**config.mk**
```make
export PLATFORM = sky130hd
export DESIGN_NAME = seven_seg_rx
export DESIGN_NICKNAME = d
export VERILOG_FILES = /design/src/rtl/seven_seg_pkg.sv /design/src/rtl/seven_seg_dec.sv /design/src/rtl/seven_seg_rx.sv
export SDC_FILE = /design/constraint.sdc
export NUM_CORES = 1
export LEC_CHECK = 0
export BUFFER_PORTS_ARGS = -buffer_cell sky130_fd_sc_hd__buf_2
export CORE_MARGIN = 1
export CORE_UTILIZATION = 40
export DETAILED_ROUTE_END_ITERATION = 12
export GPL_ROUTABILITY_DRIVEN = 1
export PLACE_DENSITY = 0.67
export SLEW_MARGIN = 25
export SYNTH_ARGS = -nofsm -noshare
export SYNTH_HDL_FRONTEND = slang
export SYNTH_SLANG_ARGS = --single-unit
```
**constraint.sdc**
```tcl
create_clock -name clk -period 3.3 [get_ports clk]
set_clock_uncertainty 0.15 [all_clocks]
set_input_delay 0.495 -clock clk [delete_from_list [all_inputs] [get_ports clk]]
set_output_delay 0.495 -clock clk [all_outputs]
set_load 0.05 [all_outputs]
```
**src/rtl/seven_seg_pkg.sv**
```systemverilog
// Shared constants and types for the 7-segment display bus receiver and its decoder.
package seven_seg_pkg;

    // Segment patterns, {a,b,c,d,e,f,g}, active-high
    localparam logic [6:0] SEG_0     = 7'b1111110;
    localparam logic [6:0] SEG_1     = 7'b0110000;
    localparam logic [6:0] SEG_2     = 7'b1101101;
    localparam logic [6:0] SEG_3     = 7'b1111001;
    localparam logic [6:0] SEG_4     = 7'b0110011;
    localparam logic [6:0] SEG_5     = 7'b1011011;
    localparam logic [6:0] SEG_6     = 7'b1011111;
    localparam logic [6:0] SEG_7     = 7'b1110000;
    localparam logic [6:0] SEG_8     = 7'b1111111;
    localparam logic [6:0] SEG_9     = 7'b1111011;
    localparam logic [6:0] SEG_BLANK = 7'b0000000;

    localparam logic [3:0] BCD_BLANK = 4'hF;

    localparam int DIG_ONES = 0;
    localparam int DIG_TENS = 1;

    typedef enum logic [1:0] {
        ST_EMPTY,
        ST_HAVE_ONES,
        ST_HAVE_TENS
    } frame_state_e;

endpackage

```
**src/rtl/seven_seg_dec.sv**
```systemverilog
// Combinational segment-pattern to BCD decoder; blank decodes to BCD_BLANK, anything else is illegal.
module seven_seg_dec
    import seven_seg_pkg::*;
(
    input  logic [6:0] seg_i,
    output logic       legal_o,
    output logic [3:0] bcd_o
);

    always_comb begin
        legal_o = 1'b1;
        bcd_o   = BCD_BLANK;
        case (seg_i)
            SEG_0:     bcd_o = 4'd0;
            SEG_1:     bcd_o = 4'd1;
            SEG_2:     bcd_o = 4'd2;
            SEG_3:     bcd_o = 4'd3;
            SEG_4:     bcd_o = 4'd4;
            SEG_5:     bcd_o = 4'd5;
            SEG_6:     bcd_o = 4'd6;
            SEG_7:     bcd_o = 4'd7;
            SEG_8:     bcd_o = 4'd8;
            SEG_9:     bcd_o = 4'd9;
            SEG_BLANK: bcd_o = BCD_BLANK;
            default:   legal_o = 1'b0;
        endcase
    end

endmodule

```
**src/rtl/seven_seg_rx.sv**
```systemverilog
// Two-digit multiplexed 7-segment bus receiver: samples, waits for a stable pattern,
// decodes each digit and publishes a {tens, ones} BCD frame once both digits are seen.
module seven_seg_rx
    import seven_seg_pkg::*;
#(
    parameter int STABLE_CYCLES = 4,
    parameter int ERR_CNT_W     = 8
) (
    input  logic                 clk,
    input  logic                 rst_n,
    input  logic [6:0]           seg_data,
    input  logic [1:0]           dig_en,
    output logic [7:0]           bcd_out,
    output logic                 frame_valid,
    output logic [1:0]           digit_valid,
    output logic                 seg_err,
    output logic                 err_digit,
    output logic [ERR_CNT_W-1:0] err_cnt
);

    localparam int             CNT_W   = $clog2(STABLE_CYCLES);
    localparam logic [CNT_W-1:0] CNT_MAX = CNT_W'(STABLE_CYCLES - 1);

    logic [8:0]           sample_q;
    logic [CNT_W-1:0]     cnt_q, cnt_d;
    logic                 done_q, done_d;
    logic                 same, cap, cap_ones, cap_tens;
    logic                 dec_legal;
    logic [3:0]           dec_bcd;

    frame_state_e         state_q, state_d;
    logic [3:0]           ones_q, ones_d, tens_q, tens_d;
    logic [7:0]           bcd_q, bcd_d;
    logic                 fv_q, fv_d, err_q, err_d, errdig_q, errdig_d;
    logic [1:0]           dv_q, dv_d;
    logic [ERR_CNT_W-1:0] errcnt_q, errcnt_d;

    seven_seg_dec u_dec (
        .seg_i   (sample_q[6:0]),
        .legal_o (dec_legal),
        .bcd_o   (dec_bcd)
    );

    // The incoming sample is compared against the registered one; done_q keeps a
    // window that stays stable past saturation from capturing a second time.
    always_comb begin
        same   = ({dig_en, seg_data} == sample_q);
        cnt_d  = '0;
        done_d = 1'b0;
        cap    = 1'b0;
        if (same) begin
            cnt_d  = (cnt_q == CNT_MAX) ? cnt_q : cnt_q + 1'b1;
            cap    = (cnt_q == CNT_MAX) && !done_q;
            done_d = done_q | cap;
        end
        cap_ones = cap && (sample_q[8:7] == 2'b01);
        cap_tens = cap && (sample_q[8:7] == 2'b10);
    end

    always_comb begin
        state_d  = state_q;
        ones_d   = ones_q;
        tens_d   = tens_q;
        bcd_d    = bcd_q;
        fv_d     = 1'b0;
        dv_d     = 2'b00;
        err_d    = 1'b0;
        errdig_d = errdig_q;
        errcnt_d = errcnt_q;
        if ((cap_ones || cap_tens) && !dec_legal) begin
            err_d    = 1'b1;
            errdig_d = cap_tens;
            if (errcnt_q != '1) errcnt_d = errcnt_q + 1'b1;
        end else if (cap_ones) begin
            dv_d[DIG_ONES] = 1'b1;
            ones_d         = dec_bcd;
            if (state_q == ST_HAVE_TENS) begin
                bcd_d   = {tens_q, dec_bcd};
                fv_d    = 1'b1;
                state_d = ST_EMPTY;
            end else begin
                state_d = ST_HAVE_ONES;
            end
        end else if (cap_tens) begin
            dv_d[DIG_TENS] = 1'b1;
            tens_d         = dec_bcd;
            if (state_q == ST_HAVE_ONES) begin
                bcd_d   = {dec_bcd, ones_q};
                fv_d    = 1'b1;
                state_d = ST_EMPTY;
            end else begin
                state_d = ST_HAVE_TENS;
            end
        end
    end

    always_ff @(posedge clk or negedge rst_n) begin
        if (!rst_n) begin
            sample_q <= '0;
            cnt_q    <= '0;
            done_q   <= 1'b0;
            state_q  <= ST_EMPTY;
            ones_q   <= BCD_BLANK;
            tens_q   <= BCD_BLANK;
            bcd_q    <= 8'hFF;
            fv_q     <= 1'b0;
            dv_q     <= 2'b00;
            err_q    <= 1'b0;
            errdig_q <= 1'b0;
            errcnt_q <= '0;
        end else begin
            sample_q <= {dig_en, seg_data};
            cnt_q    <= cnt_d;
            done_q   <= done_d;
            state_q  <= state_d;
            ones_q   <= ones_d;
            tens_q   <= tens_d;
            bcd_q    <= bcd_d;
            fv_q     <= fv_d;
            dv_q     <= dv_d;
            err_q    <= err_d;
            errdig_q <= errdig_d;
            errcnt_q <= errcnt_d;
        end
    end

    assign bcd_out     = bcd_q;
    assign frame_valid = fv_q;
    assign digit_valid = dv_q;
    assign seg_err     = err_q;
    assign err_digit   = errdig_q;
    assign err_cnt     = errcnt_q;

endmodule

```
# [Word-level counts from Yosys, hierarchy flattened]
# Index checks and enable logic that the tools add are counted.
[classes] n_mux=24 add_sub_neg=2 eq_ne=19 reduce_logical=16 n_bitwise=3
[ops] op="7-bit == test (second input constant)" count=8
[ops] op="4-bit case mux with 10 select lines" count=1
[ops] op="8-bit two-way mux" count=4
[ops] op="7-bit by 6-bit == test with 1-bit output (second input constant)" count=2
[ops] op="1-bit two-way mux" count=13
[ops] op="2-bit two-way mux" count=6
[ops] op="11-bit OR reduction" count=1
[ops] op="9-bit == test" count=1
[ops] op="8-bit by 1-bit adder with 8-bit output (second input constant)" count=1
[ops] op="8-bit inequality test (second input constant)" count=1
[ops] op="7-bit zero test" count=1
[ops] op="2-bit == test (second input constant)" count=3
[ops] op="2-bit AND reduction" count=3
[ops] op="2-bit by 1-bit == test with 1-bit output (second input constant)" count=2
[ops] op="1-bit logical AND" count=4
[ops] op="4-bit AND reduction" count=1
[ops] op="2-bit nonzero test" count=2
[ops] op="3-bit AND reduction" count=1
[ops] op="2-bit by 1-bit adder with 2-bit output (second input constant)" count=1
[ops] op="1-bit zero test" count=2
[ops] op="2-bit by 1-bit inequality test with 1-bit output (second input constant)" count=1
[ops] op="2-bit inequality test (second input constant)" count=1
[ops] op="1-bit inverter" count=2
[ops] op="1-bit logical OR" count=1
[ops] op="1-bit bitwise OR" count=1
[totals] ff_bits=43 word_cells=76 inputBits=11

# [Longest topological paths before layout]
# Gate-level depths: netlist of run 1.
[depth] word_depth=8 depth_mapped=9 mapped_depth_nobuf=7

# [Cells and area by module]
# A second synthesis of run 1 with hierarchy kept.
[unflattened] hier_cells=171 area_unflattened_um2=2152.1
[by_module_without_submodules] module="seven_seg_rx" seq_area_each_um2=1096.1 area_per_inst_um2=1925.6 instances=1 cells_each=138
[by_module_without_submodules] module="seven_seg_dec" seq_area_each_um2=0.0 area_per_inst_um2=226.5 instances=1 cells_each=33

# [Least setup slack after synthesis of run 1]
# No wires, ideal clock.
[synth_timing] path_kind="register to register" startpoint="register sample_q[1]" endpoint="register state_q[1]" t_arrival_ns=2.264 synth_period_minus_slack_ns=2.487 path_slack_ns=0.813 path_stages_with_launch=8 setup_time_ns=0.073 required_ns=3.077 cell_sequence="dfrtp_1 buf_6 or4_4 a211oi_4 nor3_2 a2111o_1 or2_0 a21oi_2"
[synth_via] elab_chain_len=7 elab_cells_between_ends=24 classes_between="11 x eq/ne; 3 x mux; 1 x bitwise; 9 x reduce/logical"
[synth_rtl] item="from (decl)" line_no="seven_seg_rx.sv:24" source="logic [8:0] sample_q;"
[synth_rtl] item="from (signal assigned)" line_no="seven_seg_rx.sv:112" source="sample_q <= {dig_en, seg_data};"
[synth_rtl] item="7-bit == test, or another cell as far along" line_no="seven_seg_dec.sv:13" source="case (seg_i)"
[synth_rtl] item="11-bit OR reduction (no line) / 1-bit two-way mux (equally long branches)"
[synth_rtl] item="1-bit two-way mux, or another cell as far along" line_no="seven_seg_dec.sv:13"
[synth_rtl] item="1-bit zero test / 1-bit logical OR (equally long branches)" line_no="seven_seg_rx.sv:70" source="if ((cap_ones || cap_tens) && !dec_legal) begin"
[synth_rtl] item="1-bit logical AND" line_no="seven_seg_rx.sv:70"
[synth_rtl] item="1-bit inverter (no line)"
[synth_rtl] item="2-bit AND reduction (no line)"
[synth_rtl] item="to (signal assigned)" line_no="seven_seg_rx.sv:115" source="state_q <= state_d;"
[synth_rtl] item="to (decl)" line_no="seven_seg_rx.sv:31" source="frame_state_e state_q, state_d;"
# Parallel ways exist; a longest one is shown, timed or not.
# A chain may end at the register's enable or synchronous reset.

# [Worst setup path in the final report of run 1]
[layout_timing] startpoint="register sample_q[2]" endpoint="register bcd_q[2], in the netlist bcd_out[2]"
[layout_via] elab_chain_len=7 elab_cells_between_ends=28 classes_between="12 x eq/ne; 5 x mux; 1 x bitwise; 10 x reduce/logical"
[layout_rtl] item="7-bit == test, or another cell as far along" line_no="seven_seg_dec.sv:13"
[layout_rtl] item="11-bit OR reduction (no line) / 1-bit two-way mux (equally long branches)"
[layout_rtl] item="1-bit two-way mux, or another cell as far along" line_no="seven_seg_dec.sv:13"
[layout_rtl] item="1-bit zero test / 1-bit logical OR (equally long branches)" line_no="seven_seg_rx.sv:70"
[layout_rtl] item="1-bit logical AND" line_no="seven_seg_rx.sv:70"
[layout_rtl] item="1-bit inverter (no line)"
[layout_rtl] item="4-bit AND reduction (no line)"
[layout_rtl] item="to (signal assigned)" line_no="seven_seg_rx.sv:105" source="bcd_q <= 8'hFF;"
[layout_rtl] item="to (signal assigned)" line_no="seven_seg_rx.sv:118" source="bcd_q <= bcd_d;"
[layout_rtl] item="to (decl)" line_no="seven_seg_rx.sv:33" source="logic [7:0] bcd_q, bcd_d;"
# Parallel ways exist; a longest one is shown, timed or not. The select of a mux whose other input is x is not followed.

==> qor.yml, run 1 <==
sta:
  rsz0062_at_grt: "no"
  period_needed_ns: 2.72
  max_freq_ghz: 0.368
  slew_violations: 0
  slew_headroom_pct: 61.9
  hold_viol: 0
  tns_ns: 0
  setup_violations: 0
  post-route-period-util_pct: 82.4
  timing_worst_slew_pin_value_ns: 0.570
floorplan:
  dieHeight_um: 76.5
  fp.dieW_um: 76.5
  num_io_pins: 32
  row_count: 26
  core_area_mm2: 0.00524
  die_area_mm2: 0.00585
  start_util_pct: 42.4
logic_synthesis:
  synth_warnings: 0
  synth_top_family_by_area: "simple AND/OR/NAND/NOR gates"
  post-synth-top-count-cell: "dfrtp_1"
  ys.flop_type: "dfrtp_1"
  synth_cell_type_count: 48
  netlist.area_leader.share_pct: 30.4
  synth_nets: 216
  async_flop_share_pct: 100
  synth_top_cell_by_area: "dfrtp_1"
  synth.avg_cell_area_um2: 10.9
  synth_fa_ha_area_share_pct: 1.13
  seq_area_frac_synth_pct: 49.4
  synth_compound_area_share_pct: 13.0
  ys_seq_elements: 43
  synth-xor-area-share_pct: 7.89
  synth_commonest_cells: "dfrtp_1 (27), dfstp_2 (16), nor2_1 (15)"
  synth_cells: 203
  synthSimpleGateAreaFrac_pct: 16.8
  synth_area_leaders: "dfrtp_1 (30%), dfstp_2 (19%), xnor2_1 (5.1%)"
  syn-cell-area_mm2: 0.00222
  synth_edf_count: 0
  synth_mux_area_share_pct: 7.27
clocking:
  cts_tree: "yes"
  h-tree-depth: 2
  clock-root-buffer: "clkbuf_8"
  cts_resized: 0
  clkTransAtPathRegs_ns: 0.08
  cts_buffers: 5
  cts_setup_buffers: 0
  cts.sinks: 43
  clk_latency_ns: 0.30
  ctsHoldBuffers: 0
  clockBufferDepth: 2
route:
  drc: 0
  wire_per_inst_um: 13.8
  drt-initial-drc-count: 114
  drt-pass1-iter-count: 4
  vias: 1555
  ant_nets: 0
  via_per_inst: 5.15
  routed_wl_um: 4170
setup_path:
  path_max_fanout: 10
  cp-start-kind: "flip-flop"
  critPathKind: "reg -> reg"
  required_ns: 3.37
  worstPathArrival_ns: 2.79
  end_kind: "flip-flop"
power:
  power.density_mw_per_mm2: 406
  leakage_nw: 1.10
  p_total_mw: 1.02
  ir_drop_uv: 192
flow_run:
  max_cap_violations: 0
layout:
  antenna_cells: 0
  drive_gt1_share_pct: 31.5
  multiInputGateArea_mm2: 0.00102
  nNetsFinal: 244
  regArea_mm2: 0.00110
  syn2layout_area_growth_pct: 13.4
  fill_cells: 487
grt:
  grt_pass1_wl_um: 7550
  gr-usage-all-layers_pct: 16.4
  grt_max_degree: 44
  grt_antenna_before_repair: 0
  grt_pass1_vias: 1553
  grt_remaining_overflow: 0
placement:
  place_congestion: 0.851
  dp_hpwl_um: 3050
  portBuffers: 31
min_path:
  hold_path_class: "in -> async"
outcome:
  outcome: "finished clean"
## final cells by class
| type | instances | area share [%] |
|---|---|---|
| clock inverter | 3 | 1.74 |
| sequential | 43 | 43.5 |
| timing repair buffer | 32 | 6.56 |
| tap | 70 | 3.48 |
| clock buffer | 5 | 2.73 |
| inverter | 9 | 1.34 |
| multi-input combinational | 140 | 40.6 |
## layer usage
metal  routed length [µm]  track usage, %
met3                  143            4.07
met1                 2070            21.9
met4                   59            5.77
met2                 1900            25.7
met5                    0               0
## final timing paths
check | from | to | slack [ns] | cells after the start
hold reg to reg | err_cnt[7] | err_cnt[7] | 0.34 | 1
hold / removal | rst_n | digit_valid[1] | 0.02 | 1
setup / recovery | sample_q[2] | bcd_out[2] | 0.58 | 7
max in group asynchronous | rst_n | tens_q[2] | 2.61 | 1
setup reg to reg | sample_q[2] | bcd_out[2] | 0.58 | 7
min in group clk | seg_data[4] | sample_q[4] | 0.17 | 1
## registers in the layout (all words and copies together), names as in the netlist
register / flops
seg_err: 1
tens_q: 4
done_q: 1
err_digit: 1
cnt_q: 2
frame_valid: 1
state_q: 2
ones_q: 4
digit_valid: 2
sample_q: 9
err_cnt: 8
bcd_out: 8
## where the power goes
part	switching (mW)	total [mW]	internal, mW
Combinational	0.0400	0.0654	0.0254
Clock	0.182	0.407	0.225
Sequential	0.0157	0.549	0.533
## cell usage in the layout (no fill, tap or decap), types with 2 or more instances in the layout
cell / count
a2111oi_4: 2
a21oi_1: 5
and2_1: 2
and3_1: 2
buf_2: 30
buf_4: 2
clkbuf_8: 5
dfrtp_1: 27
dfstp_2: 16
ha_1: 2
inv_1: 9
mux2_2: 9
mux2i_1: 6
nand2_1: 13
nand2b_1: 2
nand3_1: 5
nand4_1: 4
nor2_1: 15
nor2b_1: 3
nor3_1: 12
nor4_1: 3
o211ai_1: 2
o21ai_0: 7
o221ai_1: 2
or3_1: 2
or4_1: 2
xnor2_1: 13
xor2_1: 7
## per-stage QoR
stage          utilization (%)  instance area, µm²  hold slack (ns)  std cells  setup WS, ns
2_1_floorplan                -                2220           0.0494        203         0.813
3_3_place_gp              45.9                2400            0.327        294         0.630
3_5_place_dp              45.9                2400            0.331        294         0.602
4_1_cts                   48.0                2510            0.163        302         0.573
5_1_grt                   48.1                2520           0.0528        302         0.388
6_report                  48.1                2520           0.0216        302         0.582
## cells by family after synthesis
family	Yosys count
muxes	15
AOI/OAI and AO/OA	32
adders and majority gates	2
xor gates and xnor gates	20
buffers and inverters	20
and+or+nand+nor	71
DFF	43
## critical path, cell delays in order, from the launching register on
cell and delay (ns):
dfrtp_1 0.51, or4_4 0.58, a211oi_4 0.34, nor3_2 0.15, a2111oi_4 0.50, buf_4 0.25, nor2_1 0.05, a21oi_1 0.12
Note: power is estimated with default switching activity, not from simulation.
==> inputs of run 2 (changes only) <==
Clock period 3.3 ns to 2.7 ns, I/O delays scaled along.
==> run 2 against run 1 <==
Die area is the same. Maximum frequency grew 3.8%. Setup slack lost 0.50 ns.
==> qor.yml, run 2 (same netlist as run 1, synthesis figures left out) <==
outcome:
  outcome: "finished clean"
layout:
  final_cell_count_no_fill: 316
  drive_gt1_share_pct: 36.2
  final_cell_area_mm2: 0.00260
  nNetsFinal: 258
  syn2layout_area_growth_pct: 17.1
  final_common_cell: "buf_2"
  regMostFlops: "sample_q"
  largest_reg_flops: 9
  antenna_cells: 0
  most-common-layout-cells: "buf_2 (31), dfrtp_1 (25), dfstp_2 (16), nor2_1 (15), buf_4 (14)"
  fill_cells: 491
floorplan:
  dieHeight_um: 76.5
  row_count: 26
  core_area_mm2: 0.00524
  fp.dieW_um: 76.5
  start_util_pct: 42.4
  num_io_pins: 32
  die_area_mm2: 0.00585
grt:
  grt_remaining_overflow: 0
  grt_pass1_wl_um: 7710
  grt_max_degree: 38
  grt_pass1_vias: 1640
  grt_antenna_before_repair: 0
  gr-usage-all-layers_pct: 16.5
route:
  routed_wl_um: 4270
  ant_nets: 0
  via_per_inst: 5.09
  vias: 1609
  wire_per_inst_um: 13.5
  drt-initial-drc-count: 101
  drt-pass1-iter-count: 4
  drc: 0
placement:
  place_congestion: 0.840
  dp_cells: 307
  placed_area_mm2: 0.00250
  dp_hpwl_um: 3190
  pre_cts_ws_ns: 0.0933
  portBuffers: 31
clocking:
  clkTransAtPathRegs_ns: 0.09
  ctsHoldBuffers: 0
  clk_latency_ns: 0.29
  cts_buffers: 5
  cts_tree: "yes"
  clockBufferDepth: 2
  cts.sinks: 43
  clock-root-buffer: "clkbuf_8"
  h-tree-depth: 2
setup_path:
  worstPathArrival_ns: 2.69
  critical_path.cell_chain: "ha_1 -> nand2b_1 -> or3_1 -> or4_1 -> nor2_4 -> mux2_2"
  crit_slowest_cell: "or4_1"
  timing.rr.start: "cnt_q[0]"
  r2r_slack_ns: 0.08
  required_ns: 2.78
  critPathKind: "reg -> reg"
  end_kind: "flip-flop"
  cp-start-kind: "flip-flop"
  cp_top_family: "simple AND/OR/NAND/NOR gates"
  slowest_delay_ns: 0.60
  cp.buffers_inverters: 0
  reg2reg_depth: 6
  r2r-end: "ones_q[2]"
  cp.depth: 6
  path_max_fanout: 5
min_path:
  hold_path_class: "in -> async"
sta:
  post-route-period-util_pct: 96.9
  setup_violations: 0
  slew_headroom_pct: 46.6
  period_needed_ns: 2.62
  hold_viol: 0
  max_freq_ghz: 0.382
  slew_violations: 0
  timing_worst_slew_pin_value_ns: 0.801
  setup_ws_ns: 0.0826
  hold_ws_ns: 0.0394
flow_run:
  max_cap_violations: 0
power:
  p_total_mw: 1.17
  ir_drop_uv: 248
  leakage_nw: 1.16
  power.density_mw_per_mm2: 449
-- run 2: cell count changes in the layout (fill, tap and decap cells not counted) --
cell	before	now
buf_2	30	31
dfrtp_2	0	2
inv_4	0	2
clkinv_4	1	0
buf_4	2	14
buf_6	0	1
bufinv_16	1	0
dfrtp_1	27	25
-- run 2: worst max path at each step --
stage,end,start
floorplan,state_q[1],sample_q[1]
finish,ones_q[2],cnt_q[0]
detailed placement,ones_q[1],cnt_q[0]
global placement,ones_q[2],cnt_q[0]
global route,state_q[1],sample_q[1]
CTS,ones_q[2],cnt_q[0]
-- run 2: timing repair --
action                                  4_1_cts  5_1_grt
hold endpoints to repair                      0        0
setup buffers                                 0        1
endpoints found under the setup margin        0        6
gates resized for setup                       0        3
-- run 2: layout make-up --
type | instances | area [µm²] | share of cell area [%]
multi-input combinational | 140 | 1020 | 39.3
tap | 70 | 87.6 | 3.37
clock inverter | 3 | 17.5 | 0.674
timing repair buffer | 46 | 272 | 10.4
clock buffer | 5 | 68.8 | 2.65
sequential | 43 | 1100 | 42.3
inverter | 9 | 33.8 | 1.30
-- run 2: report_power, final --
group,switching [mW],internal (mW)
sequential,0.0135,0.652
clock,0.227,0.182
combinational,0.0551,0.0375
-- run 2: layer usage --
layer | global-route usage [%] | share of wire [%] | up-vias
met5 | 0 | 0 | -
met4 | 5.00 | 1.3 | 0
met3 | 3.59 | 2.6 | 7
met2 | 27.3 | 46 | 21
met1 | 21.7 | 50 | 779
li1 | - | - | 802
-- run 2: per-stage QoR --
stage	TNS, ns	utilization (%)
CTS	0	49.4
detailed placement	0	47.7
floorplan	0	-
finish	0	49.6
global placement	0	47.7
global route	-0.0125	49.6
==> inputs of run 3 (changes only) <==
Settings changed: PLACE_DENSITY 0.67 to default, PLACE_DENSITY_LB_ADDON from default to 0.15.
==> run 3 against run 2 <==
Register-to-register slack improved by 0.07 ns. Critical path type unchanged. Maximum frequency increased by 2.8%. Sequential cell count unchanged. Routed wire length increased by 3.8%. Non-clock buffer count unchanged. Largest cell class unchanged. Sequential power about the same. First-iteration DRC count decreased by 53%. Sequential share of layout area decreased by 0.12 points.
==> qor.yml, run 3 (same netlist as run 1, synthesis figures left out) <==
setup_path:
  worstPathArrival_ns: 2.62
  end_kind: "flip-flop"
  reg2reg_depth: 6
  r2r_slack_ns: 0.15
  cp-start-kind: "flip-flop"
  timing.rr.start: "cnt_q[0]"
  path_max_fanout: 7
  r2r-end: "ones_q[2]"
  required_ns: 2.77
  critPathKind: "reg -> reg"
layout:
  syn2layout_area_growth_pct: 17.4
  regMostFlops: "sample_q"
  most-common-layout-cells: "buf_2 (30), dfrtp_1 (25), dfstp_2 (16), nor2_1 (15), buf_4 (15)"
  regArea_mm2: 0.00110
  largest_reg_flops: 9
  drive_gt1_share_pct: 35.8
  fill_cells: 497
  multiInputGateArea_mm2: 0.00103
  final_common_cell: "buf_2"
  nNetsFinal: 258
  antenna_cells: 0
min_path:
  min_path_cells: 1
  hold_path_class: "in -> reg"
  hold_path_end: "sample_q[6]"
  worstHoldStart: "seg_data[6]"
grt:
  top_usage_layer: "met2"
  gr-usage-all-layers_pct: 16.4
  met3_usage_pct: 3.83
  grt_remaining_overflow: 0
  grt_pass1_vias: 1540
  grt_util_met1_pct: 22.2
  grt_antenna_before_repair: 0
  grt_max_degree: 44
  grtUsageMet2_pct: 25.8
  grt_pass1_wl_um: 7520
route:
  drc: 0
  vias: 1585
  wire_per_inst_um: 14.0
  ant_nets: 0
  via_per_inst: 5.02
  routed_wl_um: 4430
  drt-initial-drc-count: 47
  drt-pass1-iter-count: 4
sta:
  period_needed_ns: 2.55
  hold_viol: 0
  tns_ns: 0
  slew_violations: 0
  setup_violations: 0
  rsz0062_at_grt: "no"
  post-route-period-util_pct: 94.3
  slew_headroom_pct: 63.5
  max_freq_ghz: 0.393
  setup_ws_ns: 0.154
  timing_worst_slew_pin_value_ns: 0.548
floorplan:
  num_io_pins: 32
  die_area_mm2: 0.00585
  row_count: 26
  start_util_pct: 42.4
  fp.dieW_um: 76.5
  core_area_mm2: 0.00524
  dieHeight_um: 76.5
clocking:
  h-tree-depth: 2
  clock-root-buffer: "clkbuf_8"
  clkTransAtPathRegs_ns: 0.08
  cts.sinks: 43
  cts_tree: "yes"
  cts_buffers: 5
  clockBufferDepth: 2
  clk_latency_ns: 0.29
power:
  power.density_mw_per_mm2: 444
  leakage_nw: 1.15
  p_comb_share_pct: 8.3
  switchingPower_uw: 282
  ir_drop_uv: 207
  p_sw_share_pct: 24.4
  p_total_mw: 1.16
  pwr-share-clk_pct: 34.3
  seqPwrFrac_pct: 57.4
  power.internal_uw: 875
placement:
  dp_hpwl_um: 3230
  portBuffers: 31
  pre_cts_ws_ns: 0.0435
  place_congestion: 0.802
flow_run:
  max_cap_violations: 0
outcome:
  outcome: "finished clean"
## run 3: cell types whose count changed in the layout (fill, tap and decap cells not counted), sizes merged
| cell | before | now |
|---|---|---|
| buf | 46 | 45 |
| dlygate4sd3 | 0 | 1 |
| inv | 11 | 9 |
| clkinv | 1 | 0 |
| clkbuf | 5 | 8 |
## run 3: power by group through the flow
stage	registers, mW	clock network [mW]	logic [mW]
final	0.664	0.396	0.0959
after global routing	0.666	0.440	0.107
after CTS	0.664	0.414	0.0954
after detailed placement	0.676	0	0.0951
after global placement	0.675	0	0.0955
after floorplan	0.667	0	0.0662
## run 3: worst max-delay path by stage
stage / from / to / slack [ns] / cells after the start
global route: sample_q[3] / state_q[1] / 0.03 / 6
CTS: cnt_q[0] / ones_q[0] / 0.03 / 6
global placement: cnt_q[0] / ones_q[1] / 0.07 / 6
detailed placement: cnt_q[0] / ones_q[1] / 0.04 / 6
finish: cnt_q[0] / ones_q[2] / 0.15 / 6
floorplan: sample_q[1] / state_q[1] / 0.21 / 7
## run 3: critical path: stages (launching register included)
cell and delay, ns:
dfrtp_1 0.38, ha_1 0.27, nand2b_1 0.16, or3_1 0.42
or4_4 0.50, nor2_4 0.23, mux2_2 0.36
## run 3: cell type report
class / count / share of cell area [%]
multi-input combinational: 140 / 39.7
tap: 70 / 3.36
inverter: 9 / 1.30
timing repair buffer: 46 / 10.5
clock buffer: 8 / 3.07
sequential: 43 / 42.1
## run 3: per-layer routing
| metal | vias to the layer above | wire (µm) |
|---|---|---|
| li1 | 797 | - |
| met1 | 759 | 2220 |
| met2 | 23 | 2020 |
| met3 | 6 | 125 |
| met4 | 0 | 59 |
| met5 | - | 0 |
## run 3: repair_timing
action / CTS / global route
endpoints found under the setup margin: 0 / 10
gates resized for setup: 0 / 5
hold buffers: 0 / 1
buffers inserted: 0 / 2
endpoints found under the hold margin: 0 / 27
## run 3: through the flow
stage | utilization (%) | hold WS [ns] | cell area [µm²] | instances
floorplan | - | -0.0406 | 2220 | 203
global placement | 47.4 | 0.323 | 2480 | 305
detailed placement | 47.4 | 0.324 | 2480 | 305
CTS | 49.0 | 0.0782 | 2560 | 313
finish | 49.8 | 0.0876 | 2610 | 316
global route | 49.8 | 0.0680 | 2610 | 316
